<file path="src/rtl/uart_pkg.sv">
// uart_pkg: definitions shared by the UART receiver and transmitter.
//   DATA_BITS      - payload bits per frame
//   OVERSAMPLE_DEF - default baudclk cycles per bit
//   uart_state_t   - receiver frame-tracking states
package uart_pkg;
  localparam int DATA_BITS      = 8;
  localparam int OVERSAMPLE_DEF = 16;

  typedef enum logic [2:0] {
    IDLE,
    START,
    DATA,
    PARITY,
    STOP,
    BREAK
  } uart_state_t;
endpackage

</file>
<file path="src/rtl/uart_rx_sync.sv">
// uart_rx_sync: STAGES-deep flop chain that brings the asynchronous serial
// line into the baudclk domain. Reset loads 1s so the line reads idle.
//   baudclk  in   sample clock
//   reset_n  in   synchronous active-low reset
//   din      in   raw serial line
//   dout     out  synchronized line
module uart_rx_sync #(
  parameter int STAGES = 2
) (
  input  logic baudclk,
  input  logic reset_n,
  input  logic din,
  output logic dout
);
  logic [STAGES-1:0] sr;

  always_ff @(posedge baudclk) begin
    if (!reset_n) sr <= '1;
    else          sr <= {sr[STAGES-2:0], din};
  end

  assign dout = sr[STAGES-1];
endmodule

</file>
<file path="src/rtl/uart_receiver.sv">
// uart_receiver: oversampling UART receiver, 8N1 by default (8E1 when
// UART_RX_PARITY_EN is defined). Recovers one byte per frame.
//   baudclk     in   sample clock, OVERSAMPLE x baud rate
//   reset_n     in   synchronous active-low reset
//   UART_RX     in   serial line, idle high, asynchronous
//   RX_DATA     out  last good byte, held until the next good frame
//   RX_STATUS   out  one-cycle pulse when RX_DATA takes a new good byte
//   FRAME_ERR   out  one-cycle pulse when the stop bit samples low
//   RX_BUSY     out  high from start detection until back in IDLE
//   PARITY_ERR  out  (UART_RX_PARITY_EN only) one-cycle pulse on bad even parity
// Timing: if the FSM first sees the synchronized line low at edge t,
// RX_STATUS is registered at edge t + OVERSAMPLE/2 + 9*OVERSAMPLE
// (+OVERSAMPLE with parity).
module uart_receiver
  import uart_pkg::*;
#(
  parameter int OVERSAMPLE  = OVERSAMPLE_DEF,
  parameter int SYNC_STAGES = 2
) (
  input  logic                 baudclk,
  input  logic                 reset_n,
  input  logic                 UART_RX,
  output logic [DATA_BITS-1:0] RX_DATA,
  output logic                 RX_STATUS,
  output logic                 FRAME_ERR,
`ifdef UART_RX_PARITY_EN
  output logic                 PARITY_ERR,
`endif
  output logic                 RX_BUSY
);
  localparam int TW = $clog2(OVERSAMPLE);
  localparam int BW = $clog2(DATA_BITS);
  localparam logic [TW-1:0] HALF_M1 = TW'(OVERSAMPLE/2 - 1);
  localparam logic [TW-1:0] FULL_M1 = TW'(OVERSAMPLE - 1);
  localparam logic [BW-1:0] LAST_BIT = BW'(DATA_BITS - 1);

  logic                 rxs;
  uart_state_t          state;
  logic [TW-1:0]        tick;
  logic [BW-1:0]        bit_idx;
  logic [DATA_BITS-1:0] shreg;
`ifdef UART_RX_PARITY_EN
  logic                 par_bad;
`endif

  uart_rx_sync #(.STAGES(SYNC_STAGES)) u_sync (
    .baudclk (baudclk),
    .reset_n (reset_n),
    .din     (UART_RX),
    .dout    (rxs)
  );

  always_ff @(posedge baudclk) begin
    if (!reset_n) begin
      state     <= IDLE;
      tick      <= '0;
      bit_idx   <= '0;
      shreg     <= '0;
      RX_DATA   <= '0;
      RX_STATUS <= 1'b0;
      FRAME_ERR <= 1'b0;
      RX_BUSY   <= 1'b0;
`ifdef UART_RX_PARITY_EN
      PARITY_ERR <= 1'b0;
      par_bad    <= 1'b0;
`endif
    end else begin
      RX_STATUS <= 1'b0;
      FRAME_ERR <= 1'b0;
`ifdef UART_RX_PARITY_EN
      PARITY_ERR <= 1'b0;
`endif
      case (state)
        IDLE: begin
          if (!rxs) begin
            state   <= START;
            tick    <= '0;
            RX_BUSY <= 1'b1;
          end
        end

        // Re-check the line at mid start bit to reject glitches.
        START: begin
          if (tick == HALF_M1) begin
            tick <= '0;
            if (rxs) begin
              state   <= IDLE;
              RX_BUSY <= 1'b0;
            end else begin
              state   <= DATA;
              bit_idx <= '0;
            end
          end else begin
            tick <= tick + 1'b1;
          end
        end

        // Tick is phase-aligned to mid-bit, so a full wrap lands mid next bit.
        DATA: begin
          if (tick == FULL_M1) begin
            tick           <= '0;
            shreg[bit_idx] <= rxs;
            if (bit_idx == LAST_BIT) begin
`ifdef UART_RX_PARITY_EN
              state <= PARITY;
`else
              state <= STOP;
`endif
            end else begin
              bit_idx <= bit_idx + 1'b1;
            end
          end else begin
            tick <= tick + 1'b1;
          end
        end

`ifdef UART_RX_PARITY_EN
        // Even parity: data and parity bit together must XOR to 0.
        PARITY: begin
          if (tick == FULL_M1) begin
            tick    <= '0;
            par_bad <= ^{shreg, rxs};
            state   <= STOP;
          end else begin
            tick <= tick + 1'b1;
          end
        end
`endif

        // Leave immediately after the mid-stop sample so a following start
        // edge half a bit later is still caught.
        STOP: begin
          if (tick == FULL_M1) begin
            tick <= '0;
            if (rxs) begin
`ifdef UART_RX_PARITY_EN
              if (par_bad) begin
                PARITY_ERR <= 1'b1;
              end else begin
                RX_DATA   <= shreg;
                RX_STATUS <= 1'b1;
              end
`else
              RX_DATA   <= shreg;
              RX_STATUS <= 1'b1;
`endif
              state   <= IDLE;
              RX_BUSY <= 1'b0;
            end else begin
              FRAME_ERR <= 1'b1;
`ifdef UART_RX_PARITY_EN
              PARITY_ERR <= par_bad;
`endif
              state <= BREAK;
            end
          end else begin
            tick <= tick + 1'b1;
          end
        end

        // A held-low line reports one error only; wait for it to go idle.
        BREAK: begin
          if (rxs) begin
            state   <= IDLE;
            RX_BUSY <= 1'b0;
          end
        end

        default: begin
          state   <= IDLE;
          RX_BUSY <= 1'b0;
        end
      endcase
    end
  end
endmodule

</file>
<file path="config.mk">
export PLATFORM = sky130hd
export DESIGN_NAME = uart_receiver
export DESIGN_NICKNAME = d
export VERILOG_FILES = /design/src/rtl/uart_pkg.sv /design/src/rtl/uart_rx_sync.sv /design/src/rtl/uart_receiver.sv
export SDC_FILE = /design/constraint.sdc
export NUM_CORES = 1
export LEC_CHECK = 0
export CAP_MARGIN = 0
export CORE_MARGIN = 1.5
export CORE_UTILIZATION = 45
export DETAILED_ROUTE_END_ITERATION = 10
export GPL_TIMING_DRIVEN = 0
export PLACE_DENSITY = 0.74
export RECOVER_POWER = 25
export SKIP_CTS_REPAIR_TIMING = 1
export SYNTH_ARGS = -nofsm -noshare
export SYNTH_HDL_FRONTEND = slang
export SYNTH_SLANG_ARGS = --single-unit
</file>
<file path="constraint.sdc">
create_clock -name baudclk -period 1.7 [get_ports baudclk]
set_input_delay 0.255 -clock baudclk [delete_from_list [all_inputs] [get_ports baudclk]]
set_output_delay 0.255 -clock baudclk [all_outputs]
set_load 0.01 [all_outputs]
</file>
# Word-level counts from Yosys, hierarchy flattened
# Index checks and enable logic that the tools add are counted.
dict set report totals {
  regBits 31
  out_inout_bits 11
  wordCells 69
}
dict set report op_classes {
  addsub 2
  bitwise 1
  eq_ne 15
  n_reduce_logical 12
  mux 28
  magnitude_cmp 2
}
# operator n
set ops {}
lappend ops {{$mux 3} 11}
lappend ops {{$pmux 3 s5} 1}
lappend ops {{$ne 2x2->1 const B} 7}
lappend ops {{$mux 4} 3}
lappend ops {{$pmux 4 s3} 1}
lappend ops {{$eq 3x3->1 const B} 3}
lappend ops {{$bwmux 8} 1}
lappend ops {{$mux 1} 7}
lappend ops {{$pmux 3 s2} 1}
lappend ops {{$reduce_and 3->1} 2}
lappend ops {{$reduce_and 6->1} 1}
lappend ops {{$pmux 1 s5} 1}
lappend ops {{$reduce_and 5->1} 1}
lappend ops {{$add 4x1->4 const B} 1}
lappend ops {{$eq 4x3->1 const B} 1}
lappend ops {{$eq 4x4->1 const B} 1}
lappend ops {{$lt 3x4->1 const B} 1}
lappend ops {{$reduce_and 2->1} 2}
lappend ops {{$reduce_and 4->1} 1}
lappend ops {{$add 3x1->3 const B} 1}
lappend ops {{$demux 1 s3} 1}
lappend ops {{$eq 3x1->1 const B} 1}
lappend ops {{$eq 3x2->1 const B} 1}
lappend ops {{$ge 3x1->1 const B} 1}
lappend ops {{other kinds (8)} 8}

# Depth between registers and ports, before layout
dict set report depth {
  word_depth 5
  depth_mapped 6
}

# By module
# Synthesis repeated with hierarchy kept, for this count alone.
dict set report hier_totals {
  hier_cells 166
  hier_area_um2 1483.9
}
# module cells_per_inst instances seq_area_each_um2 area_each_um2
set by_module_without_submodules {}
lappend by_module_without_submodules {uart_receiver 162 1 580.6 1431.4}
lappend by_module_without_submodules {uart_rx_sync 4 1 40.0 52.6}

# Least setup slack after synthesis
# No wires, ideal clock.
dict set report synth_path {
  path_kind {flip-flop to flip-flop}
  start {register bit_idx[0]}
  end {register bit_idx[2]}
  setup_ns 0.071
  synth_period_minus_slack_ns 1.536
  t_arrival_ns 1.465
  setup_slack_ns 0.164
  stages_incl_launch_ff 7
  path_buffers 0
  cell_sequence {dfxtp_1 > ha_1 > ha_1 > nor3b_1 > o211ai_1 > or2_1 > a21oi_1}
}
dict set report synth_via {
  elab_chain_cells 4
  word_cells_on_any_way 7
  classes_between {add/sub: 1; eq/ne: 2; mux: 3; reduce/logical: 1}
}
# item line
set synth_lines {}
lappend synth_lines {{start, declared} uart_receiver.sv:40} ;# logic [BW-1:0] bit_idx;
lappend synth_lines {{start signal, assigned} uart_receiver.sv:110} ;# bit_idx <= bit_idx + 1'b1;
lappend synth_lines {{$add 3x1->3} uart_receiver.sv:110}
lappend synth_lines {{$mux 3} uart_receiver.sv:103} ;# if (bit_idx == LAST_BIT) begin
lappend synth_lines {{$mux 3} uart_receiver.sv:100} ;# if (tick == FULL_M1) begin
lappend synth_lines {{$pmux 3 s2} uart_receiver.sv:73} ;# case (state)
# Several ways; a longest one is shown, not always the timed one. The select of a mux whose other input is x is not followed.
# A chain may end at the register's enable or synchronous reset.

# Worst setup path after layout
dict set report layout_path {
  start {register state[1]}
  end {register shreg[4]}
}
dict set report layout_via {
  elab_chain_cells 2
}
# item line
set layout_lines {}
lappend layout_lines {{start, declared} uart_receiver.sv:38} ;# uart_state_t state;
lappend layout_lines {{start signal, assigned} uart_receiver.sv:55} ;# state <= IDLE;
lappend layout_lines {{start signal, assigned} uart_receiver.sv:76} ;# state <= START;
lappend layout_lines {{start signal, assigned} uart_receiver.sv:87} ;# state <= IDLE;
lappend layout_lines {{$eq 3x2->1} uart_receiver.sv:73}
lappend layout_lines {{$reduce_and 2->1 (no line)} n/a}
lappend layout_lines {{end signal, assigned by index} uart_receiver.sv:102} ;# shreg[bit_idx] <= rxs;
lappend layout_lines {{end, declared} uart_receiver.sv:41} ;# logic [DATA_BITS-1:0] shreg;
# No other way between the ends.

==> flow_summary.json <==
{
  "synth_ff_type": "dfxtp_1",
  "vias": 1335,
  "htree_levels": 2,
  "period_share_pct": 96.66,
  "hold_viol_final": 0,
  "synth_edf_count": 0,
  "drc_errors": 0,
  "grt-ovfl-total": 0,
  "cts.sinks": 31,
  "syn_avg_cell_area_um2": 8.701,
  "n_antenna_cell": 0,
  "grt_pass1_vias": 1220,
  "drive_gt1_share_pct": 14.80,
  "p_per_area_nw_per_um2": 689.6,
  "yosysUniqueCellTypes": 45,
  "grt_pass1_wl_mm": 5.623,
  "grtUsageTotal_pct": 20.43,
  "ys_seq_area_share_pct": 40.76,
  "syn_to_final_growth_pct": 19.31,
  "critPathMaxStageDelay_ns": 0.50,
  "p_leak_nw": 0.6287,
  "root_buffer": "clkbuf_4",
  "start_util_pct": 48.68,
  "clk_path_buf_depth": 2,
  "path_clk_slew_ns": 0.10,
  "period_needed_ns": 1.643,
  "via_per_inst": 5.563,
  "status": "completed",
  "synth_nets": 181,
  "crit_path_start_kind": "flop",
  "cp_slowest_cell": "or4b_1",
  "final_nets": 201,
  "antenna_found_initial": 0,
  "n_fill_cell": 279,
  "stdcell_area_um2": 1817,
  "arrival_ns": 1.86,
  "ant_nets": 0,
  "synthArstFlopShare_pct": 0,
  "hpwl_mm": 2.303,
  "wire_per_inst_um": 14.09,
  "rows": 20,
  "setup_violations": 0,
  "clock.fmax_mhz": 608.5,
  "crit_fanout": 10,
  "grt_start_max_net_pins": 11,
  "drt-total-wl_mm": 3.382,
  "slew_viol_final": 0,
  "power_mw": 1.253,
  "io_buffers": 13,
  "cp.required_ns": 1.92,
  "routabilityCongestion": 0.8173,
  "worst_pin_slew_ns": 0.5349,
  "ys_warn_count": 0,
  "synthCells": 175,
  "die_x_um": 61.17,
  "multi_input_area_um2": 863.3,
  "critPathCaptureType": "flop",
  "coreArea_um2": 3128,
  "cts_buffers": 5,
  "hp-class": "flop to flop",
  "path_cells": "clkbuf_4, or4b_1, nor3_1, mux2i_1, nor2_1",
  "drt_first_pass_iters": 4,
  "layoutNonFillerInstCount": 240,
  "clock_skew_ns": 0.003501,
  "netlist_area_um2": 1523,
  "seqCellArea_um2": 626.9,
  "slew_headroom_pct": 64.34,
  "fp.dieH_um": 61.17,
  "cts_tree": "done",
  "irDropWorstVdd_mv": 0.5217,
  "rsz0062_at_grt": "yes",
  "clk_latency_ns": 0.34,
  "place_area_um2": 1708,
  "ios": 14,
  "fp.dieArea_um2": 3742,
  "max_cap_violations": 0,
  "drtIter0Drc": 30,
  "critical_path_class": "flop to flop",
  "dp.cells": 232,
  "ys_ff_latch": 31
}
## area by class of cell
type | count | area share, %
Multi-Input combinational cell | 127 | 47.52
Clock inverter | 2 | 0.6887
Clock buffer | 6 | 2.273
Timing Repair Buffer | 14 | 7.576
Tap cell | 44 | 3.030
Sequential cell | 31 | 34.50
Inverter | 3 | 0.6198
Buffer | 13 | 3.788
## power breakdown
group / internal (mW) / total, mW / switching (mW)
registers: 0.733 / 0.741 / 0.00821
clock network: 0.159 / 0.425 / 0.266
logic: 0.0367 / 0.0862 / 0.0495
## per-stage QoR
step	hold slack [ns]	util, %	setup TNS [ns]	setup WS, ns
global route	0.4412	58.08	-0.1079	-0.03628
detailed placement	0.3999	54.60	-1.818	-0.1553
global placement	0.3908	54.60	-1.203	-0.09083
CTS	0.4255	56.32	-0.2767	-0.1014
finish	0.4205	58.08	0	0.05670
floorplan	0.3280	-	0	0.1645
## path summary, 6_finish.rpt
check | startpoint | endpoint | slack (ns) | cells after the start
worst min register to register | u_sync.sr[0] | u_sync.sr[1] | 0.42 | 1
worst max register to register | state[1] | shreg[4] | 0.06 | 5
worst min-delay path | u_sync.sr[0] | u_sync.sr[1] | 0.42 | 1
worst max-delay path | state[1] | shreg[4] | 0.06 | 5
## metal layers
layer  track usage (%)  vias to the layer above  wire (um)
li1                  -                      665          -
met1             25.19                      636       1584
met2             32.98                       25       1598
met3             4.412                        9        128
met4             11.49                        0         70
met5                 0                        -          0
## placed cells by master, fill, tap and decap left out, types with 2 or more instances in the layout
cell type,Yosys,layout
nand2_1,16,16
a21oi_1,17,17
nor3_1,5,5
o21ai_1,2,2
nor3_4,0,2
dfxtp_1,31,28
a211oi_1,2,2
clkdlybuf4s50_1,0,13
nor2b_1,3,3
clkbuf_4,0,6
buf_2,4,3
buf_4,1,2
nor2_1,14,13
dfxtp_2,0,2
or2_1,2,2
mux2i_1,11,11
nand2b_1,3,3
nand4b_1,2,2
o211ai_1,3,3
nand3_1,17,17
inv_1,2,2
clkbuf_1,8,7
ha_1,3,2
## cells by family after synthesis
family	synth area share [%]
AO/OA/AOI/OAI	12.08
flip-flops	40.76
AND/OR/NAND/NOR	29.83
XOR/XNOR	1.644
buffers and inverters	5.259
adder cells (fa/ha/maj)	3.205
multiplexers	7.231
## cells in the mapped netlist, drive strengths merged (2+ instances only)
master,n,share of area (%)
o21ai,2,0.66
nor2,14,3.5
nor3,7,3.0
buf,6,2.5
a211oi,2,0.99
nand2b,3,1.2
ha,3,2.5
a21oi,17,5.6
nor3b,2,0.99
or2,2,0.82
nand4b,2,1.2
or4b,2,1.3
o211ai,3,1.5
mux2i,11,7.2
inv,2,0.49
nand3,18,6.2
clkbuf,8,2.0
nand2,16,3.9
nor2b,3,1.2
dfxtp,31,41
## sequential cells by signal, indices dropped and copies added (netlist names)
register   cells
RX_DATA        8
shreg          8
tick           4
bit_idx        3
state          3
u_sync.sr      2
FRAME_ERR      1
RX_BUSY        1
RX_STATUS      1
## worst max-delay path, delay by kind of cell, from the launching register on
kind / cells / cell delay (ns)
muxes: 1 / 0.22
and+or+nand+nor: 3 / 0.78
DFF: 1 / 0.32
buffers and inverters: 1 / 0.20
Note: power is estimated with default switching activity, not from simulation.
